===== config.mk =====
export PLATFORM = sky130hd
export DESIGN_NAME = piso_shift_tx
export DESIGN_NICKNAME = d
export VERILOG_FILES = /design/src/rtl/shift_pkg.sv /design/src/rtl/bit_counter.sv /design/src/rtl/piso_shift_tx.sv
export SDC_FILE = /design/constraint.sdc
export NUM_CORES = 1
export LEC_CHECK = 0
export ABC_AREA = 1
export CAP_MARGIN = 40
export CORE_AREA = 10 10 53 55
export DETAILED_ROUTE_END_ITERATION = 8
export DIE_AREA = 0 0 63 65
export PLACE_DENSITY = 0.75
export SYNTH_ARGS = -nofsm -noshare
export SYNTH_HDL_FRONTEND = slang
export SYNTH_HIERARCHICAL = 1
export SYNTH_SLANG_ARGS = --single-unit

===== constraint.sdc =====
create_clock -name clk -period 1.7 [get_ports clk]
set_input_delay 0.255 -clock clk [delete_from_list [all_inputs] [get_ports clk]]
set_output_delay 0.255 -clock clk [all_outputs]
set_load 0.03 [all_outputs]

===== src/rtl/shift_pkg.sv =====
// rtl/shift_pkg.sv - shared FSM state encodings and default frame width for the PISO transmitter.
package shift_pkg;

  typedef enum logic [1:0] {
    IDLE   = 2'd0,
    SHIFT  = 2'd1,
    PARITY = 2'd2
  } state_e;

  localparam int DEFAULT_WIDTH = 8;

endpackage


===== src/rtl/bit_counter.sv =====
// rtl/bit_counter.sv - index of the data bit currently on the serial line; clear wins over enable.
module bit_counter #(
  parameter int CW = 4
) (
  input  logic          clk,
  input  logic          rst,
  input  logic          clr,
  input  logic          en,
  output logic [CW-1:0] count
);

  logic [CW-1:0] count_q;

  always_ff @(posedge clk or posedge rst) begin
    if (rst) begin
      count_q <= '0;
    end else if (clr) begin
      count_q <= '0;
    end else if (en) begin
      count_q <= count_q + 1'b1;
    end
  end

  assign count = count_q;

endmodule


===== src/rtl/piso_shift_tx.sv =====
// rtl/piso_shift_tx.sv - parallel-in serial-out transmitter; PISO_TX_PARITY_EN appends an even-parity bit.
module piso_shift_tx
  import shift_pkg::*;
#(
  parameter int WIDTH     = DEFAULT_WIDTH,
  parameter bit MSB_FIRST = 1'b1
) (
  input  logic             clk,
  input  logic             rst,
  input  logic [WIDTH-1:0] data_in,
  input  logic             valid_in,
  output logic             ready_out,
  output logic             ser_out,
  output logic             busy,
  output logic             done
);

  localparam int            CW       = $clog2(WIDTH + 1);
  localparam logic [CW-1:0] LAST_IDX = CW'(WIDTH - 1);
`ifndef PISO_TX_PARITY_EN
  localparam logic [CW-1:0] PEN_IDX  = CW'(WIDTH - 2);
`endif

  state_e           state_q;
  logic [WIDTH-1:0] shreg_q;
  logic [WIDTH-1:0] shreg_d;
  logic             ser_q;
  logic             busy_q;
  logic             done_q;
  logic [CW-1:0]    cnt;
  logic             hs;
  logic             last_bit;
  logic             first_bit;
  logic             next_bit;
`ifdef PISO_TX_PARITY_EN
  logic             par_q;
`endif

  assign ready_out = (state_q == IDLE);
  assign hs        = valid_in & ready_out;
  assign last_bit  = (state_q == SHIFT) && (cnt == LAST_IDX);
  assign first_bit = MSB_FIRST ? data_in[WIDTH-1] : data_in[0];

  // The register always holds the bit on the line at its outgoing end, so the
  // next bit is read from the already-shifted value.
  always_comb begin
    shreg_d  = MSB_FIRST ? (shreg_q << 1) : (shreg_q >> 1);
    next_bit = MSB_FIRST ? shreg_d[WIDTH-1] : shreg_d[0];
  end

  bit_counter #(.CW(CW)) u_bit_counter (
    .clk  (clk),
    .rst  (rst),
    .clr  (hs),
    .en   ((state_q == SHIFT) && !last_bit),
    .count(cnt)
  );

  always_ff @(posedge clk or posedge rst) begin
    if (rst) begin
      state_q <= IDLE;
      shreg_q <= '0;
      ser_q   <= 1'b0;
      busy_q  <= 1'b0;
      done_q  <= 1'b0;
`ifdef PISO_TX_PARITY_EN
      par_q   <= 1'b0;
`endif
    end else begin
      case (state_q)
        IDLE: begin
          done_q <= 1'b0;
          if (hs) begin
            state_q <= SHIFT;
            shreg_q <= data_in;
            ser_q   <= first_bit;
            busy_q  <= 1'b1;
`ifdef PISO_TX_PARITY_EN
            par_q   <= ^data_in;
`endif
          end else begin
            ser_q  <= 1'b0;
            busy_q <= 1'b0;
          end
        end
        SHIFT: begin
          if (last_bit) begin
`ifdef PISO_TX_PARITY_EN
            state_q <= PARITY;
            ser_q   <= par_q;
            done_q  <= 1'b1;
`else
            state_q <= IDLE;
            ser_q   <= 1'b0;
            busy_q  <= 1'b0;
            done_q  <= 1'b0;
`endif
          end else begin
            shreg_q <= shreg_d;
            ser_q   <= next_bit;
`ifdef PISO_TX_PARITY_EN
            done_q  <= 1'b0;
`else
            // Flag the last data bit as it goes onto the line.
            done_q  <= (cnt == PEN_IDX);
`endif
          end
        end
`ifdef PISO_TX_PARITY_EN
        PARITY: begin
          state_q <= IDLE;
          ser_q   <= 1'b0;
          busy_q  <= 1'b0;
          done_q  <= 1'b0;
        end
`endif
        default: begin
          state_q <= IDLE;
          ser_q   <= 1'b0;
          busy_q  <= 1'b0;
          done_q  <= 1'b0;
        end
      endcase
    end
  end

  assign ser_out = ser_q;
  assign busy    = busy_q;
  assign done    = done_q;

endmodule

; After elaboration in Yosys (flattened, before gate mapping)
; Cells that the tools add are included.
[word_totals]
out_inout_bits = 4
ramBits = 0
in_bits = 11
latchBits = 0
mem_count = 0
register_bits = 16
elab_cells = 38
mem_bits_ro = 0
[op_classes]
multipliers = 0
eq_ne = 6
add_sub_neg = 1
shift = 0
bitwise_logic = 1
mux = 16
order_cmp = 0
n_reduce_logical = 8
div = 0
[op_table]
columns = operator, count
row1 = $mux W7, 2
row2 = $pmux W7 S2, 1
row3 = $eq A4 B3 Y1 const B, 2
row4 = $mux W4, 2
row5 = $mux W1, 6
row6 = $add A4 B1 Y4 const B, 1
row7 = $mux W2, 2
row8 = $ne A2 B2 Y1 const B, 2
row9 = $pmux W1 S2, 2
row10 = $pmux W2 S2, 1
row11 = $reduce_bool A2 Y1, 2
row12 = $reduce_and A3 Y1, 1
row13 = $eq A2 B1 Y1 const B, 1
row14 = $logic_and A1 B1 Y1, 2
row15 = $logic_not A2 Y1, 1
row16 = $ne A2 B1 Y1 const B, 1
row17 = $reduce_and A2 Y1, 1
row18 = $and A1 B1 Y1, 1
row19 = $logic_not A1 Y1, 1

; Logic depth before layout (Yosys ltp)
; Gate-level depths: netlist (run 1).
[logic_depth]
depth_word = 6
mapped_depth = 10
depth_no_buf = 10

; Hierarchy
; The synthesis (run 1) kept the hierarchy.
[by_module_without_submodules]
columns = mod, instances, cells_per_inst, area_per_inst_um2, seq_area_each_um2
row1 = piso_shift_tx, 1, 70, 565.5, 275.3
row2 = bit_counter, 1, 24, 193.9, 100.1

; Worst setup path before layout (run 1)
; Ideal clock, no wire load.
[synth_timing]
path_type = reg-to-reg
start = reg u_bit_counter.count_q[0], in the netlist u_bit_counter/count[0]
end = reg u_bit_counter.count_q[3], in the netlist u_bit_counter/count[3]
arrival_time_ns = 1.087
stages_incl_launch_ff = 11
setup_slack_ns = 0.496
required_time_ns = 1.583
period_less_slack_ns = 1.204
setup_ns = 0.117
path_buffers = 0
path_cell_list = dfrtp_1 nand2_1 inv_1 nand2_1 nand2_4 inv_2 nand2_2 nor2_2 nand2_1 nand2_1 nor2_1
[synth_via]
elab_chain_cells = 5
word_cells_on_any_way = 8
classes_between = 1 x add/sub / 1 x eq/ne / 2 x mux / 4 x reduce/logical
[synth_lines]
columns = element, line_no
row1 = "start, declared", bit_counter.sv:12  ; logic [CW-1:0] count_q;
row2 = "start signal, assigned", bit_counter.sv:20  ; count_q <= count_q + 1'b1;
row3 = "parallel branches: the longest is 5 deep, another holds $add A4 B1 Y4", --
; Parallel ways; which one is timed is not known. The select of a mux whose other input is x is not followed.
; A chain may end at the register's enable or synchronous reset.

; Final worst setup path (run 1)
[layout_timing]
start = reg busy_q, in the netlist busy
end = out busy
[layout_lines]
columns = element, line_no
row1 = "start, declared", piso_shift_tx.sv:28  ; logic busy_q;
row2 = "start signal, assigned", piso_shift_tx.sv:64  ; busy_q <= 1'b0;
row3 = "start signal, assigned", piso_shift_tx.sv:77  ; busy_q <= 1'b1;
row4 = "start signal, assigned", piso_shift_tx.sv:83  ; busy_q <= 1'b0;
row5 = "end, declared", piso_shift_tx.sv:14  ; output logic busy,
; No word-level cell between the ends.

==> run metrics, run 1 <==
status finished clean; WL per Instance approximately 11 um; Final Cell Area 956 sq um; Min Clock Period, post-route between 1.5 and 2 ns; Worst Path Required 1.44 ns; xor and xnor area share after synthesis 0%; buffer depth of the longest clock path 2; placement-stage cell area approximately 930 sq um; Slew headroom a little under three quarters; cells along the critical path clkdlybuf4s50_1; clk slew on worst S/H paths 0.10 ns; worst vdd ir between 0.8 and 0.9 mV; slack of the worst reg-to-reg path 0.34 ns; clk root buf clkbuf_4; Placer Congestion just under 0.8; CP bufs+invs 1; Synth Area in Simple Gates roughly two fifths; Max Clock Freq about 630 MHz; Buffers on Ports 14; Synth Net Count roughly 110; Max-cap violations 0; Critical R2R Launch u_bit_counter/count[0]; Slew Viols, Final 0; mux contribution to synthesized area 0%; Post-DRT Antenna Nets 0; DRT iter0 DRCs 11; vias in the first global route between 600 and 700; critical path type reg -> out; # IOs 15; drt drc 0; total gr overflow 0; crit path max-delay cell type clkdlybuf4s50_1; Min-Delay Path Class in -> async; Sinks on Clock Net 15; Tot Pwr 1.63 mW; TritonCTS clock tree yes; initial antenna violation count 0; hold_buf cts 0; r2r endpoint u_bit_counter/count[3]; Worst-Skew Late Latency 0.29 ns; Core Box Area between 1500 and 2000 sq um; smallest hold slack around 0.18 ns; first-pass GRT wire length about 2.7 mm; Synth Instances 94; r2r worst-path depth 10; CP Data Arrival Time about 1.3 ns; Initial Util between 40% and 50%; Post-Synth Adder-Cell Area around 1.6%; vias per inst approximately 4.6; DR pass1 iterations 4; Final Skew between 0.007 and 0.008 ns; slowest cell delay on critical path 0.68 ns; Mapped Area 759 sq um; ANT cells 0; Critical Path End Type output port; CP Max Fanout 2; Die Y 65 um; area delta synth->final 25.9%; Crit path max-delay family buffers and inverters; combinational family with the most area after synthesis simple AND/OR/NAND/NOR gates; Synth Area in Compound Gates ~2%; routed via count 636; Yosys cell types 16; Lkg Pwr about 0.5 nW; Ys Warns 6; post-CTS setup buffers 0; final setup fails 0; DIE WIDTH about 63 um; Die Footprint slightly above 4000 sq um; worst slack, placed ~0.24 ns; total CTS buffers 3; ratio of final minimum period to clock period 93.6%; nets ~130; WL final between 1 and 1.5 mm; power density cells approximately 1700 nW/um^2; post-synthesis sequential area ratio 49.4%; worst slew pin tran 0.421 ns; pin count of the biggest net entering global routing 12; setup_tns 0 ns; Syn Area/Cell roughly 8 sq um; crit path launch type flip-flop; final hold violation count 0; H-tree levels 1; GRT Overall Usage 8.08%; flops & latches, synth 15; RSZ-0062 raised after global routing false; layout cells sized above 1 12.5%; post-route setup slack about 0.11 ns; hpwl dp 1.18 mm; num rows 16
flip-flops by register name, indices dropped and copies added, names as in the netlist:
register	cells
done	1
u_bit_counter/count	4
ser_out	1
shreg_q	7
state_q	1
busy	1
worst max-delay path by stage:
stage	startpoint	to	slack [ns]	cells past startpoint
final	busy	busy	0.11	1
after global placement	state_q[0]	ready_out	0.25	2
after CTS	busy	busy	0.10	1
after floorplan	u_bit_counter/count[0]	u_bit_counter/count[3]	0.50	10
after global routing	busy	busy	0.06	1
after detailed placement	state_q[0]	ready_out	0.24	2
cells in the mapped netlist:
| cell | instances | share of area [%] |
|---|---|---|
| nor2_1 | 5 | 2.5 |
| nor4_1 | 1 | 0.82 |
| nand3_1 | 8 | 5.3 |
| inv_2 | 2 | 0.99 |
| dfrtp_1 | 15 | 49 |
| nand2_4 | 1 | 1.5 |
| nand2_2 | 1 | 0.82 |
| inv_1 | 6 | 3.0 |
| o21ai_0 | 1 | 0.66 |
| nand2_8 | 2 | 5.3 |
| nand2_1 | 45 | 22 |
| nor2_2 | 2 | 1.6 |
| buf_6 | 1 | 1.5 |
| ha_1 | 1 | 1.6 |
| a21oi_1 | 2 | 1.3 |
| inv_8 | 1 | 1.5 |
layout make-up:
cell class	count	area, sq um
clock buffer	3	22.5
clock inverter	1	5.00
fill	184	906
inverter	9	41.3
multi-input combinational	69	332
sequential	15	375
tap	27	33.8
timing repair buffer	15	146
where the power goes:
group          leakage (nW)  switching (mW)  total, mW  internal (mW)
sequential            0.189           0.116      0.624          0.507
combinational         0.303           0.503      0.803          0.300
clock                0.0177           0.120      0.208         0.0875
cells by family after synthesis:
group,count (synthesis)
simple gates,65
flops,15
buf+inv,10
compound gates,3
fa+ha+maj,1
routing by layer:
metal | vias to the layer above | track usage [%] | share of wire, % | wire length, um
met5 | - | 0 | 0 | 0
met2 | 11 | 14.1 | 49 | 726
met3 | 5 | 2.23 | 3.8 | 56
met1 | 292 | 8.79 | 45 | 666
li1 | 328 | - | - | -
met4 | 0 | 4.19 | 2.4 | 36
what timing repair did:
item / CTS / global route
gates resized for setup: 1 / 0
hold endpoints to repair: 0 / 0
endpoints found under the setup margin: 1 / 0
through the flow:
stage | std cells | util (%)
after detailed placement | 135 | 49.9
after global routing | 139 | 51.3
final | 139 | 51.3
after CTS | 139 | 51.3
after global placement | 135 | 49.9
after floorplan | 94 | -
placed cells by master, fill, tap and decap left out:
master | synthesis | routed
a21oi_1 | 2 | 2
buf_4 | 0 | 1
clkbuf_4 | 0 | 3
clkdlybuf4s50_1 | 0 | 13
clkinv_2 | 0 | 1
dfrtp_1 | 15 | 15
dlygate4sd2_1 | 0 | 1
ha_1 | 1 | 1
inv_1 | 6 | 6
inv_2 | 2 | 2
inv_8 | 1 | 1
nand2_1 | 45 | 45
nand2_2 | 1 | 1
nand2_4 | 1 | 1
nand2_8 | 2 | 2
nand3_1 | 8 | 8
nor2_1 | 5 | 5
nor2_2 | 2 | 2
nor4_1 | 1 | 1
o21ai_0 | 1 | 1
Note: power is estimated with default switching activity, not from simulation.
==> run 2, diff against run 1 <==
PLACE_DENSITY = not set   (was 0.75)
PLACE_DENSITY_LB_ADDON = 0.2   (was not set)
==> run metrics, run 2 (same netlist as run 1, synthesis figures left out) <==
status finished clean; routed via count 628 (-1.3%); r2r worst-path depth 10 (unchanged); worst slew pin tran 0.430 ns (+0.00830 ns); Critical R2R Launch u_bit_counter/count[0]; CP bufs+invs 1 (unchanged); Max-cap violations 0 (unchanged); Reg with most FFs shreg_q; final hold violation count 0 (unchanged); post-layout util 51.3% (unchanged); commonest non-fill, non-tap cells in the layout nand2_1 (45), dfrtp_1 (15), clkdlybuf4s50_1 (13); Slew headroom 71.3% (-0.55 points); Clk pwr share 12.7% (about the same); worst vdd ir 0.894 mV (+11%); GRT Overall Usage 8.43% (+0.35 points); drt drc 0 (unchanged); RSZ-0062 raised after global routing false; r2r endpoint u_bit_counter/count[3]; crit path max-delay cell type clkdlybuf4s50_1; total CTS buffers 3 (unchanged); Min-Delay Path Class in -> async; slowest cell delay on critical path 0.68 ns (about the same); Crit path max-delay family buffers and inverters; initial antenna violation count 0 (unchanged); Final Skew 0.00182 ns (-0.00593 ns); Cells after DPL 135 (unchanged); area delta synth->final 25.9% (unchanged); Placer Congestion 0.744 (-5.2%); CP Max Fanout 2 (unchanged); commonest non-fill, non-tap cell in the layout nand2_1; critical path type reg -> out; Core Box Area 1860 sq um (unchanged); WL per Instance 11.8 um (+11%); Post-DRT Antenna Nets 0 (unchanged); total gr overflow 0 (unchanged); Sinks on Clock Net 15 (unchanged); final setup fails 0 (unchanged); slack of the worst reg-to-reg path 0.34 ns (about the same); Critical Path End Type output port; power density cells 1720 nW/um^2 (+0.57%); Die Footprint 4100 sq um (unchanged); post-route insts no fill 139 (unchanged); ratio of final minimum period to clock period 92.5% (-1.1 points); TritonCTS clock tree yes; Initial Util 40.8% (unchanged); CP Data Arrival Time 1.32 ns (-0.02 ns); clk root buf clkbuf_4; pin count of the biggest net entering global routing 12 (unchanged); vias per inst 4.52 (-1.3%); vias in the first global route 631 (-3.7%); Psw 749 uW (+1.4%); Logic pwr share 49.0% (about the same); Max Clock Freq 636 MHz (+1.2%); Lkg Pwr 0.509 nW (unchanged); Worst-Skew Late Latency 0.28 ns (about the same); Worst Path Required 1.44 ns (about the same); DR pass1 iterations 5 (+1); num rows 16 (unchanged); layout cells sized above 1 12.5% (unchanged); WL final 1.65 mm (+11%); post-CTS setup buffers 0 (unchanged); clk slew on worst S/H paths 0.09 ns (about the same); cells along the critical path clkdlybuf4s50_1; Min Clock Period, post-route 1.57 ns (-0.0186 ns); max reg flops 7 (unchanged); DRT iter0 DRCs 18 (+7); setup_tns 0 ns (unchanged); Die Y 65 um (unchanged); first-pass GRT wire length 2.83 mm (+3.3%); Buffers on Ports 14 (unchanged); DIE WIDTH 63 um (unchanged); hpwl dp 1.19 mm (+0.26%); Sw Ratio 45.6% (+0.36 points); nets 125 (unchanged); sequential share of power 38.3% (about the same); crit path launch type flip-flop; ANT cells 0 (unchanged); H-tree levels 1 (unchanged); # IOs 15 (unchanged); Slew Viols, Final 0 (unchanged); P_int 894 uW (-0.10%); buffer depth of the longest clock path 2 (unchanged)
==> run 2: cell counts in the layout (fill, tap and decap cells not counted) <==
No cell type changed its count.
==> run 2: layout make-up <==
class / count / area, sq um
well taps: 27 / 33.8
inverters: 9 / 41.3
flip-flops and latches: 15 / 375
fillers: 180 / 906
repair buffers: 15 / 146
clock inverters: 1 / 5.00
multi-input cells: 69 / 332
clock buffers: 3 / 22.5
==> run 2: worst max-delay path by stage <==
stage / startpoint / endpoint / slack, ns / cells after the start
after floorplan: u_bit_counter/count[0] / u_bit_counter/count[3] / 0.50 / 10
after global placement: state_q[0] / ready_out / 0.25 / 2
after detailed placement: state_q[0] / ready_out / 0.23 / 2
after CTS: busy / busy / 0.11 / 1
after global routing: busy / busy / 0.06 / 1
final: busy / busy / 0.13 / 1
==> run 2: routing by layer <==
metal	vias to the layer above	part of all wire (%)	routed length [um]	GRT usage, %
li1	325	-	-	-
met1	280	44	727	10.8
met2	21	47	767	12.3
met3	2	8.4	139	2.75
met4	0	0.79	13	4.19
met5	-	0	0	0
==> run 2: metrics by stage <==
stage / setup slack [ns] / total power [mW] / area (sq um) / hold slack, ns
floorplan: 0.496 / 1.23 / 759 / 0.0211
global placement: 0.247 / 1.42 / 930 / 0.463
detailed placement: 0.227 / 1.45 / 930 / 0.463
CTS: 0.108 / 1.66 / 956 / 0.178
global route: 0.0554 / 1.79 / 956 / 0.190
finish: 0.128 / 1.64 / 956 / 0.178
==> run 2: timing repair <==
item,in CTS,in global routing
hold buffers,0,0
resized for setup,1,0
endpoints found under the setup margin,1,0
==> run 2: power by group through the flow <==
stage                     clock (mW)  combinational [mW]  sequential, mW
after CTS                      0.217               0.814           0.629
after floorplan                    0               0.582           0.647
after global routing           0.231               0.909           0.652
after detailed placement           0               0.812           0.634
final                          0.209               0.805           0.630
after global placement             0               0.793           0.628
==> run 3, diff against run 2 <==
CORE_AREA = 10 10 52 54   (was 10 10 53 55)
DIE_AREA = 0 0 62 64   (was 0 0 63 65)
SLEW_MARGIN = 5   (was not set)
SYNTH_HIERARCHICAL = not set   (was 1)
==> run metrics, run 3 <==
status finished clean; most area-consuming cells after synthesis dfrtp_1 (50%), nand2_1 (23%), nand3_1 (8.7%); routed via count 617 (-1.8%); Synth Instances 94 (unchanged); Ys Warns 0 (-6); Placer Congestion 0.767 (+3.2%); commonest non-fill, non-tap cell in the layout nand2_1; Sinks on Clock Net 15 (unchanged); asr flop ratio synth 100% (unchanged); Final Cell Area 931 sq um (-2.6%); Initial Util 44.0% (+3.2 points); Synth Net Count 107 (+0.94%); Slew Viols, Final 0 (unchanged); list of most frequent post-synthesis cells nand2_1 (46), dfrtp_1 (15), nand3_1 (13), inv_1 (4); worst vdd ir 0.855 mV (-4.4%); mux contribution to synthesized area 0% (unchanged); total CTS buffers 3 (unchanged); Yosys cell types 16 (unchanged); RSZ-0062 raised after global routing false; critical path type reg -> out; WL per Instance 10.6 um (-11%); TritonCTS clock tree yes; pin count of the biggest net entering global routing 16 (+4); Post-DRT Antenna Nets 0 (unchanged); initial antenna violation count 0 (unchanged); first-pass GRT wire length 2.55 mm (-10%); Max-cap violations 0 (unchanged); xor and xnor area share after synthesis 0% (unchanged); DIE WIDTH 62 um (-1.6%); power density cells 1670 nW/um^2 (-2.7%); Post-synth EDFFs 0 (unchanged); CP Launch Point busy; slack of the worst reg-to-reg path 0.42 ns (+0.08 ns); post-synthesis sequential area ratio 49.9% (+0.49 points); commonest non-fill, non-tap cells in the layout nand2_1 (46), dfrtp_1 (15), nand3_1 (13), clkdlybuf4s50_1 (13), inv_1 (4); nets 124 (-0.80%); cells along the critical path clkdlybuf4s50_1; Worst Path Required 1.44 ns (about the same); Min-Delay Path Class in -> async; layout cells sized above 1 10.9% (-1.6 points); Post-Synth Adder-Cell Area 3.33% (+1.7 points); setup_tns 0 ns (unchanged); CP Data Arrival Time 1.31 ns (about the same); Reg with most FFs shreg_q; buffer depth of the longest clock path 2 (unchanged); Synth Area in Simple Gates 38.1% (-1.9 points); Crit path max-delay family buffers and inverters; WP depth 1 (unchanged); crit path launch type flip-flop; Die Y 64 um (-1.5%); total gr overflow 0 (unchanged); r2r worst-path depth 6 (-4); GRT Overall Usage 8.23% (-0.20 points); area leader, netlist dfrtp_1; ratio of final minimum period to clock period 92.1% (-0.41 points); worst slew pin tran 0.561 ns (+0.131 ns); Syn Area/Cell 8.00 sq um (-0.99%); r2r endpoint shreg_q[5]; vias in the first global route 621 (-1.6%); CP Max Fanout 2 (unchanged); Critical Path End Type output port; clk root buf clkbuf_4; flops & latches, synth 15 (unchanged); placement-stage cell area 905 sq um (-2.7%); num rows 15 (-1); # IOs 15 (unchanged); worst setup path endpoint busy; slowest cell delay on critical path 0.67 ns (about the same); combinational family with the most area after synthesis simple AND/OR/NAND/NOR gates; most frequent cell after synthesis nand2_1; Synth Flop Type dfrtp_1; post-CTS setup buffers 0 (unchanged); Slew headroom 62.6% (-8.8 points); hpwl dp 1.08 mm (-8.8%); max reg flops 7 (unchanged); Max Clock Freq 639 MHz (+0.45%); Core Box Area 1710 sq um (-8.3%); H-tree levels 1 (unchanged); WL final 1.43 mm (-13%); crit path max-delay cell type clkdlybuf4s50_1; vias per inst 4.57 (+1.2%); final setup fails 0 (unchanged); Synth Area in Compound Gates 1.33% (-0.65 points); share of the synthesized area in the top cell type 49.9% (+0.49 points); DR pass1 iterations 4 (-1); DRT iter0 DRCs 15 (-3); area delta synth->final 23.8%; CP bufs+invs 1 (unchanged); drt drc 0 (unchanged); Lkg Pwr 0.508 nW (-0.28%); Final Skew 0.00498 ns (+0.00316 ns); Worst-Skew Late Latency 0.29 ns (about the same); Mapped Area 752 sq um (-0.99%); Buffers on Ports 14 (unchanged); Die Footprint 3970 sq um (-3.1%); ANT cells 0 (unchanged); Min Clock Period, post-route 1.56 ns (-0.00705 ns); clk slew on worst S/H paths 0.09 ns (about the same); final hold violation count 0 (unchanged); Critical R2R Launch u_bit_counter.count[0]
## run 3: cell count changes after synthesis, moves of 2 or more
cell,change
nand2_8,-2
buf_4,+2
nand3_1,+5
nor2_1,-4
nor2_2,-2
inv_1,-2
## run 3: worst register-to-register path, stage by stage (launching register included)
cell and delay [ns]:
dfrtp_1 0.42, ha_1 0.22, nand3_2 0.10, nand2_4 0.16
nand2_2 0.13, nand2_1 0.09, nand2_1 0.05
## run 3: logic make-up after synthesis
kind of cell	after synthesis
and+or+nand+nor	65
DFF	15
AOI/OAI and AO/OA	2
buffers and inverters	10
adders and majority gates	2
## run 3: per-layer routing
| metal | GRT usage [%] | wire length, um |
|---|---|---|
| met1 | 9.28 | 642 |
| met2 | 13.5 | 702 |
| met3 | 2.37 | 51 |
| met4 | 4.19 | 30 |
| met5 | 0 | 0 |
## run 3: area by class of cell
type,count,area (sq um)
clock inverter,1,5.00
multi-input combinational,69,322
inverter,7,28.8
clock buffer,3,22.5
fill,167,777
sequential,15,375
tap,25,31.3
timing repair buffer,15,146
## run 3: repair_timing
action | CTS | global route
hold buffers | 0 | 0
endpoints found under the setup margin | 1 | 0
gates resized for setup | 1 | 0
## run 3: where the power goes
part           switching [mW]  leakage, nW  internal, mW
Clock                   0.118       0.0177        0.0874
Combinational           0.457        0.301         0.274
Sequential              0.112        0.189         0.508
## run 3: worst min-delay path by stage
stage               depth (start not counted)                     end
global route                                2  u_bit_counter.count[3]
floorplan                                   1                    busy
detailed placement                          2                    busy
finish                                      2  u_bit_counter.count[3]
global placement                            2                    busy
CTS                                         2              shreg_q[0]
## run 3: stage by stage
| step | power (mW) | instances | hold WS (ns) | utilization, % | setup WS (ns) |
|---|---|---|---|---|---|
| 3_5_place_dp | 1.38 | 131 | 0.468 | 53.0 | 0.253 |
| 6_report | 1.56 | 135 | 0.313 | 54.5 | 0.135 |
| 2_1_floorplan | 1.20 | 94 | 0.156 | - | 0.570 |
| 5_1_grt | 1.71 | 135 | 0.398 | 54.5 | 0.0907 |
| 3_3_place_gp | 1.37 | 131 | 0.456 | 53.0 | 0.265 |
| 4_1_cts | 1.58 | 135 | 0.345 | 54.5 | 0.112 |
